## src/rtl/mem_arbiter.sv

```systemverilog
// Purpose: arbitrates an instruction-fetch port and a data port onto one single-outstanding memory port.
// Latency: grant on the edge after req, done pulses in the cycle after mem_ready (2 cycles minimum req-to-done).
// Backpressure: requesters hold req until done; memory stalls with mem_ready (optional abort: MEM_ARB_TIMEOUT_EN).
module mem_arbiter #(
    parameter int STARVE_LIMIT   = 4,
    parameter int TIMEOUT_CYCLES = 16
) (
    input  logic        clk,
    input  logic        rst,
    input  logic        if_req,
    input  logic [31:0] if_addr,
    output logic [31:0] if_rdata,
    output logic        if_done,
    input  logic        dm_req,
    input  logic        dm_we,
    input  logic [31:0] dm_addr,
    input  logic [31:0] dm_wdata,
    input  logic [3:0]  dm_be,
    output logic [31:0] dm_rdata,
    output logic        dm_done,
    output logic        mem_en,
    output logic        mem_we,
    output logic [31:0] mem_addr,
    output logic [31:0] mem_wdata,
    output logic [3:0]  mem_be,
    input  logic [31:0] mem_rdata,
    input  logic        mem_ready,
    output logic        err
);

    // Starvation counter is at least 3 bits wide and must reach STARVE_LIMIT
    localparam int SW = ($clog2(STARVE_LIMIT + 1) < 3) ? 3 : $clog2(STARVE_LIMIT + 1);
    localparam logic [SW-1:0] STARVE_MAX = SW'(STARVE_LIMIT);

    typedef enum logic [1:0] {
        IDLE    = 2'd0,
        IF_BUSY = 2'd1,
        DM_BUSY = 2'd2,
        RESP    = 2'd3
    } state_t;

    // Latched access; only the word address is kept since memory is word-aligned
    typedef struct packed {
        logic        we;
        logic [29:0] waddr;
        logic [31:0] wdata;
        logic [3:0]  be;
    } acc_t;

    state_t        state;
    state_t        state_nxt;
    acc_t          acc;
    logic          owner_dm;
    logic [SW-1:0] starve_cnt;
    logic          busy;
    logic          dm_grant;
    logic          if_grant;
    logic          timeout;
    logic          mem_done;
    logic [31:0]   rdata_in;
    logic          unused_addr_bits;

    assign unused_addr_bits = ^{if_addr[1:0], dm_addr[1:0]};

    assign busy      = (state == IF_BUSY) || (state == DM_BUSY);
    assign mem_done  = busy && (mem_ready || timeout);
    assign rdata_in  = timeout ? 32'hDEADBEEF : mem_rdata;
    assign mem_addr  = {acc.waddr, 2'b00};
    assign mem_wdata = acc.wdata;

`ifdef MEM_ARB_TIMEOUT_EN
    localparam int TW = $clog2(TIMEOUT_CYCLES + 1);

    logic [TW-1:0] busy_cnt;
    logic          err_q;

    assign timeout = busy && !mem_ready && (busy_cnt == TW'(TIMEOUT_CYCLES - 1));
    assign err     = err_q;

    // Count consecutive stalled BUSY cycles; err_q marks the RESP cycle of an aborted access
    always_ff @(posedge clk) begin
        if (rst) begin
            busy_cnt <= '0;
            err_q    <= 1'b0;
        end else begin
            err_q <= timeout;
            if (busy && !mem_ready && !timeout) begin
                busy_cnt <= busy_cnt + 1'b1;
            end else begin
                busy_cnt <= '0;
            end
        end
    end
`else
    assign timeout = 1'b0;
    assign err     = 1'b0;
`endif

    // State register
    always_ff @(posedge clk) begin
        if (rst) begin
            state <= IDLE;
        end else begin
            state <= state_nxt;
        end
    end

    // Arbitration, next state and memory/done outputs
    always_comb begin
        state_nxt = state;
        dm_grant  = 1'b0;
        if_grant  = 1'b0;
        mem_en    = 1'b0;
        mem_we    = 1'b0;
        mem_be    = 4'h0;
        if_done   = 1'b0;
        dm_done   = 1'b0;
        case (state)
            IDLE: begin
                dm_grant = dm_req && (!if_req || (starve_cnt < STARVE_MAX));
                if_grant = if_req && (!dm_req || (starve_cnt == STARVE_MAX));
                if (dm_grant) begin
                    state_nxt = DM_BUSY;
                end else if (if_grant) begin
                    state_nxt = IF_BUSY;
                end
            end
            IF_BUSY, DM_BUSY: begin
                mem_en = 1'b1;
                mem_we = acc.we;
                mem_be = acc.be;
                if (mem_done) begin
                    state_nxt = RESP;
                end
            end
            RESP: begin
                if_done   = !owner_dm;
                dm_done   = owner_dm;
                state_nxt = IDLE;
            end
            default: begin
                state_nxt = IDLE;
            end
        endcase
    end

    // Latch the granted request and capture read data for loads and fetches
    always_ff @(posedge clk) begin
        if (rst) begin
            acc      <= '0;
            owner_dm <= 1'b0;
            if_rdata <= 32'h0;
            dm_rdata <= 32'h0;
        end else begin
            if (dm_grant) begin
                acc.we    <= dm_we;
                acc.waddr <= dm_addr[31:2];
                acc.wdata <= dm_wdata;
                acc.be    <= dm_be;
                owner_dm  <= 1'b1;
            end else if (if_grant) begin
                acc.we    <= 1'b0;
                acc.waddr <= if_addr[31:2];
                acc.be    <= 4'hF;
                owner_dm  <= 1'b0;
            end
            if (mem_done && !acc.we) begin
                if (state == DM_BUSY) begin
                    dm_rdata <= rdata_in;
                end else begin
                    if_rdata <= rdata_in;
                end
            end
        end
    end

    // Data grants taken while a fetch waits; cleared once the fetch wins or stops asking
    always_ff @(posedge clk) begin
        if (rst) begin
            starve_cnt <= '0;
        end else if (state == IDLE) begin
            if (!if_req || if_grant) begin
                starve_cnt <= '0;
            end else if (dm_grant && (starve_cnt != STARVE_MAX)) begin
                starve_cnt <= starve_cnt + 1'b1;
            end
        end
    end

endmodule

```

## config.mk

```make
export PLATFORM = sky130hd
export DESIGN_NAME = mem_arbiter
export DESIGN_NICKNAME = d
export VERILOG_FILES = /design/src/rtl/mem_arbiter.sv
export SDC_FILE = /design/constraint.sdc
export NUM_CORES = 1
export LEC_CHECK = 0
export CAP_MARGIN = 20
export CORE_UTILIZATION = 40
export CTS_CLUSTER_SIZE = 14
export DETAILED_ROUTE_END_ITERATION = 8
export PLACE_DENSITY = 0.82
export SETUP_SLACK_MARGIN = 0.2
export SYNTH_ARGS = -nofsm -noshare
export SYNTH_HDL_FRONTEND = slang
export SYNTH_SLANG_ARGS = --single-unit
```

## constraint.sdc

```tcl
create_clock -name clk -period 2.5 [get_ports clk]
set_input_delay 0.5 -clock clk [delete_from_list [all_inputs] [get_ports clk]]
set_output_delay 0.5 -clock clk [all_outputs]
set_load 0.05 [all_outputs]
```

==> flow_summary.ini, run 1 <==
[run_status]
run_status = completed

[clocking]
clock_tree_from_tritoncts = built
cts_htree_levels = 4
clkSlewWorstSetupHoldPaths_ns = 0.05
clock_root_buffer = clkbuf_16
postCtsSetupRepairBufs = 0
cts_buffer_depth = 2
clock-sinks = 137
postCtsResizedCells = 2
cts_made_buffers = 17
holdBufCountCts = 0
latest_clock_arrival_within_the_worst_skew_pair_ns = 0.41

[sta]
setup_tns_ns = 0
rsz0062_at_grt = false
min_period_ns = 2.17
final-max-slew-violation-count = 0
setup_viol = 0
worst_slew_pin_slew_ns = 0.556
slew_headroom_pct = 62.8
final-hold-violation-count = 0
clock.fmax_mhz = 461
timing.final.crit_share_pct = 86.7
finClkSkew_ns = 0.00971

[finish]
final_layout_size_suffix_gt1_share_pct = 9.01
num_antenna_cells = 0
flow.area_growth_from_synthesis_pct = 48.6
instances_no_fill = 1116
finish.net_count = 1062

[logic_synthesis]
synthCells = 736
synth_largest_type_area_fraction_pct = 45.9
synthTopCellsByArea = dfxtp_1 46%, nand2_1 16%, buf_4 9.3%
synthDistinctLibCells = 34
synthesis.area_um2 = 5980
synth-seq-cells = 137
syn-mean-instance-area_um2 = 8.12
seq_area_frac_synth_pct = 45.9
synthesis.yosys.warnings = 0
synth_top_cell_by_area = dfxtp_1

[die]
coreArea_um2 = 14500
design.die.area_um2 = 15400
ios = 275
starting_density_of_the_core_pct = 41.1
die-height_um = 124
chipWidth_um = 124
floorplan.rows = 44

[hold_path]
hold_depth = 2
holdCritPathClass = reg2reg
timing.hold.worst.start = mem_wdata[17]
hold-path-endpoint = mem_wdata[17]

[worst_setup_path]
timing.critical_path.fanout_max = 4
cp.arrival_ns = 1.67
timing.critical_path.from_type = flip-flop
critPathKind = reg2out
critical_path.endpoint_type = primary output
timing.rr.end = if_rdata[30]
worst_ep_required_time_ns = 2.00
ff2ff_setup_slack_ns = 0.54
worstReg2RegStart = state[1]
r2r_cells = 7

[placement]
gp_congestion = 0.759
placement.io_buffers = 267
dp_hpwl_um = 10800
dpl.cell_count = 1084

[grt]
antenna_found_initial = 0
globalRouteOverflowTotal = 0
grt_pass1_vias = 5135
grt_pass1_wl_um = 25900
grt_start_max_net_pins = 66
groute.usage.overall_pct = 20.8

[pwr]
p_per_area_nw_per_um2 = 1200
power.static_leakage_nw = 3.26
design_power_total_w = 0.0106
vdd_ir_drop_max_mv = 0.661

[route]
drt_drc_violations_left = 0
vias = 5375
drt_first_pass_iters = 5
first_iter_violations = 322
drtAntennaViolNets = 0
routed_wire_length_per_instance_um = 14.4
post_drt_via_cell_ratio = 4.82
route.final.wire_length_um = 16100

[run]
maxCapViolCount = 0
## power by group
| group | total, W | leakage [nW] | internal [W] | switching (W) |
|---|---|---|---|---|
| logic | 0.00518 | 1.85 | 0.00179 | 0.00339 |
| clock network | 0.00252 | 0.289 | 0.00158 | 0.000941 |
| registers | 0.00293 | 1.12 | 0.00269 | 0.000245 |
| total | 0.0106 | 3.26 | 0.00605 | 0.00458 |
## stage by stage
step	setup WS [ns]	util [%]	area (um^2)	hold slack [ns]
after global placement	0.234	57.0	8280	0.440
after global routing	0.242	61.1	8880	0.470
after detailed placement	0.177	57.0	8280	0.446
final	0.332	61.1	8880	0.450
after CTS	0.285	61.1	8880	0.454
after floorplan	0.415	-	5980	0.437
## flip-flops by register name (all words and copies together) (netlist names)
signal,flops
acc,5
dm_rdata,32
if_rdata,32
mem_addr,30
mem_wdata,32
owner_dm,1
starve_cnt,3
state,2
## logic make-up (layout without fill, tap and decap cells)
logic type / after synthesis / count (layout) / synth area share [%]
simple gates: 325 / 325 / 21.9
compound gates: 144 / 144 / 17.2
flops: 137 / 137 / 45.9
buf+inv: 124 / 318 / 13.9
fa+ha+maj: 5 / 5 / 1.05
other cells: 1 / 3 / 0.0627
## layout by cell type, fill, tap and decap left out, drive strengths merged, types with 2 or more instances in the layout
master,count
clkdlybuf4s50,258
nand2,258
dfxtp,137
a21oi,103
nor2,45
a311oi,31
clkbuf,22
buf,19
inv,9
and2,7
nor3,6
ha,5
o21ai,3
conb,3
clkinv,3
clkinvlp,3
nor3b,3
o21bai,2
bufinv,2
dlygate4sd2,2
## cells in the mapped netlist, drive strengths merged
cell / number
a21boi: 1
conb: 1
and3b: 1
nor3b: 3
nand4: 1
o211a: 1
a21oi: 103
inv: 7
dfxtp: 137
buf: 99
nor2: 45
a2bb2oi: 1
nor3: 6
a22oi: 1
nand4b: 1
a311oi: 31
clkbuf: 18
ha: 5
o21ai: 3
o21bai: 2
or3: 1
and2: 7
nor2b: 1
a221oi: 1
nand3b: 1
nand2: 258
## layer usage
metal | share of wire (%) | track usage, %
met1 | 42 | 24.1
met2 | 49 | 35.7
met3 | 5.6 | 5.47
met4 | 3.0 | 9.07
met5 | 0 | 0
## how the worst max path moves through the flow
| stage | start | endpoint | slack (ns) | cells past startpoint |
|---|---|---|---|---|
| floorplan | state[1] | if_rdata[10] | 0.41 | 8 |
| global placement | if_req | mem_addr[22] | 0.23 | 6 |
| detailed placement | if_req | mem_addr[3] | 0.18 | 6 |
| CTS | state[0] | mem_we | 0.29 | 4 |
| global route | state[1] | if_done | 0.24 | 3 |
| finish | state[1] | if_done | 0.33 | 3 |
## critical path, cell delays in order (launching register included)
cell and delay, ns:
dfxtp_1 0.38, ha_1 0.19, nor2b_1 0.12, dlygate4sd2_1 0.56
## cell type report
type / instances / area (um^2)
Clock buffer: 22 / 484
Multi-Input combinational cell: 477 / 2430
Tap cell: 184 / 230
Sequential cell: 137 / 2740
Inverter: 7 / 26.3
Clock inverter: 10 / 115
Fill cell: 1232 / 5650
Timing Repair Buffer: 279 / 2860
(Power assumes the default switching activity.)
==> inputs of run 2 (changes only) <==
--- a/config.mk
+++ b/config.mk
@@ -6,6 +6,7 @@
 export NUM_CORES = 1
 export LEC_CHECK = 0
 export CAP_MARGIN = 20
+export CORE_MARGIN = 2
 export CORE_UTILIZATION = 40
 export CTS_CLUSTER_SIZE = 14
 export DETAILED_ROUTE_END_ITERATION = 8
==> constraint.sdc (replaced) <==
create_clock -name clk -period 2.1 [get_ports clk]
set_input_delay 0.42 -clock clk [delete_from_list [all_inputs] [get_ports clk]]
set_output_delay 0.42 -clock clk [all_outputs]
set_load 0.05 [all_outputs]
==> run 2 against run 1 <==
  * First-iteration DRC count fell by 1.9%
  * Setup slack got worse by 0.097 ns
  * Cell area rose by 0.79%
  * Combinational power rose by 22%
  * Clock power rose by 22%
  * Critical path depth rose by 1
  * Routed wire length rose by 5.1%
  * Die area rose by 3.2%
  * Hold slack got worse by 0.0023 ns
  * Critical path type unchanged
==> flow_summary.ini, run 2 (synthesis results as in run 1) <==
[run_status]
run_status = completed

[finish]
instances_no_fill = 1126
leading_cell_type_in_the_layout_fill_and_taps_excluded = nand2_1
final_layout_size_suffix_gt1_share_pct = 11.4
flow.area_growth_from_synthesis_pct = 49.7
finish.net_count = 1072
num_antenna_cells = 0
most-common-layout-cells = 255 x nand2_1, 135 x dfxtp_1, 132 x clkdlybuf4s50_1

[grt]
globalRouteOverflowTotal = 0
grt_pass1_wl_um = 26800
groute.usage.overall_pct = 21.1
antenna_found_initial = 1
grt_start_max_net_pins = 86
grt_pass1_vias = 5393

[worst_setup_path]
worst_path_max_delay_cell = dfxtp_2
cpPeakStageDelay_ns = 0.35
critical_path.endpoint_type = primary output
worst_ep_required_time_ns = 1.68
timing.critical_path.from_type = flip-flop
critPathKind = reg2out
cp_cell_sequence = inv_2, ha_4, and2_4, buf_12
timing.critical_path.fanout_max = 6
cp.arrival_ns = 1.45
worst_path_dominant_cell_family = flip-flops
crit_path_buffers_inverters = 2

[die]
coreArea_um2 = 14600
ios = 275
design.die.area_um2 = 15900
chipWidth_um = 126
die-height_um = 126
starting_density_of_the_core_pct = 41.0
floorplan.rows = 44

[placement]
placement.io_buffers = 267
dpl.cell_count = 1090
dp_hpwl_um = 11900
gp_congestion = 0.803

[sta]
timing.final.crit_share_pct = 88.8
finClkSkew_ns = 0.00830
final-max-slew-violation-count = 0
worst_slew_pin_slew_ns = 0.553
clock.fmax_mhz = 536
final-hold-violation-count = 0
setup_viol = 0
rsz0062_at_grt = true
slew_headroom_pct = 63.3
min_period_ns = 1.87

[hold_path]
holdCritPathClass = reg2reg

[pwr]
power.static_leakage_nw = 3.88
vdd_ir_drop_max_mv = 0.790
design_power_total_w = 0.0129
p_per_area_nw_per_um2 = 1440

[clocking]
latest_clock_arrival_within_the_worst_skew_pair_ns = 0.42
cts_made_buffers = 17
holdBufCountCts = 0
clock-sinks = 137
cts_htree_levels = 4
clock_tree_from_tritoncts = built
clkSlewWorstSetupHoldPaths_ns = 0.06
clock_root_buffer = clkbuf_16
cts_buffer_depth = 2

[route]
drtAntennaViolNets = 0
route.final.wire_length_um = 16900
post_drt_via_cell_ratio = 4.83
vias = 5437
drt_drc_violations_left = 0
drt_first_pass_iters = 4
first_iter_violations = 316
routed_wire_length_per_instance_um = 15.0

[run]
maxCapViolCount = 0
## run 2: changes by cell type in the layout (fill, tap and decap cells not counted), sizes merged
cell           delta
clkdlybuf4s50   -126
dlygate4sd2     +124
buf              +12
clkbuf            -3
bufinv            +1
clkinv            +1
inv               +1
## run 2: worst min-delay path: stages, from the launching register on
cell and delay [ns]:
dfxtp_1 0.30, nand2_1 0.05, a21oi_1 0.05
## run 2: where the power goes
group          leakage [nW]  switching [W]  internal [W]
combinational          2.47        0.00418       0.00215
sequential             1.12       0.000287       0.00320
clock                 0.290        0.00117       0.00191
total                  3.88        0.00564       0.00727
## run 2: final timing paths
check | from | cells past startpoint | slack (ns) | to
worst max-delay path | state[1] | 4 | 0.23 | mem_be[1]
worst min-delay path | mem_wdata[14] | 2 | 0.45 | mem_wdata[14]
worst max register to register | state[1] | 8 | 0.30 | if_rdata[30]
worst min register to register | mem_wdata[14] | 2 | 0.45 | mem_wdata[14]
## run 2: metrics by stage
| step | hold slack [ns] | util (%) | instance area (um^2) | setup slack [ns] | setup TNS [ns] |
|---|---|---|---|---|---|
| 2_1_floorplan | 0.437 | - | 6000 | 0.339 | 0 |
| 3_3_place_gp | 0.441 | 57.9 | 8450 | 0.0226 | 0 |
| 3_5_place_dp | 0.445 | 57.9 | 8450 | -0.0228 | -0.0542 |
| 4_1_cts | 0.451 | 61.1 | 8920 | 0.148 | 0 |
| 5_1_grt | 0.470 | 61.3 | 8950 | 0.171 | 0 |
| 6_report | 0.448 | 61.3 | 8950 | 0.235 | 0 |
## run 2: what timing repair did
action / CTS / global route
setup endpoints to repair: 131 / 66
pin swaps: 1 / 5
gates resized for setup: 133 / 5
buffers inserted: 1 / 3
## run 2: routing by layer
metal  wire length (um)  track usage (%)  up-vias
met2               8600             36.4      184
li1                   -                -     2724
met4                437             8.47        2
met1               6770             24.3     2494
met3               1090             6.67       33
met5                 13                0        -
## run 2: final cells by class
type / instances / area, um^2
clock inverter: 13 / 166
tap: 184 / 230
clock buffer: 19 / 443
timing repair buffer: 289 / 2880
multi-input combinational: 477 / 2460
inverter: 7 / 26.3
fill: 1320 / 5640
sequential: 137 / 2750
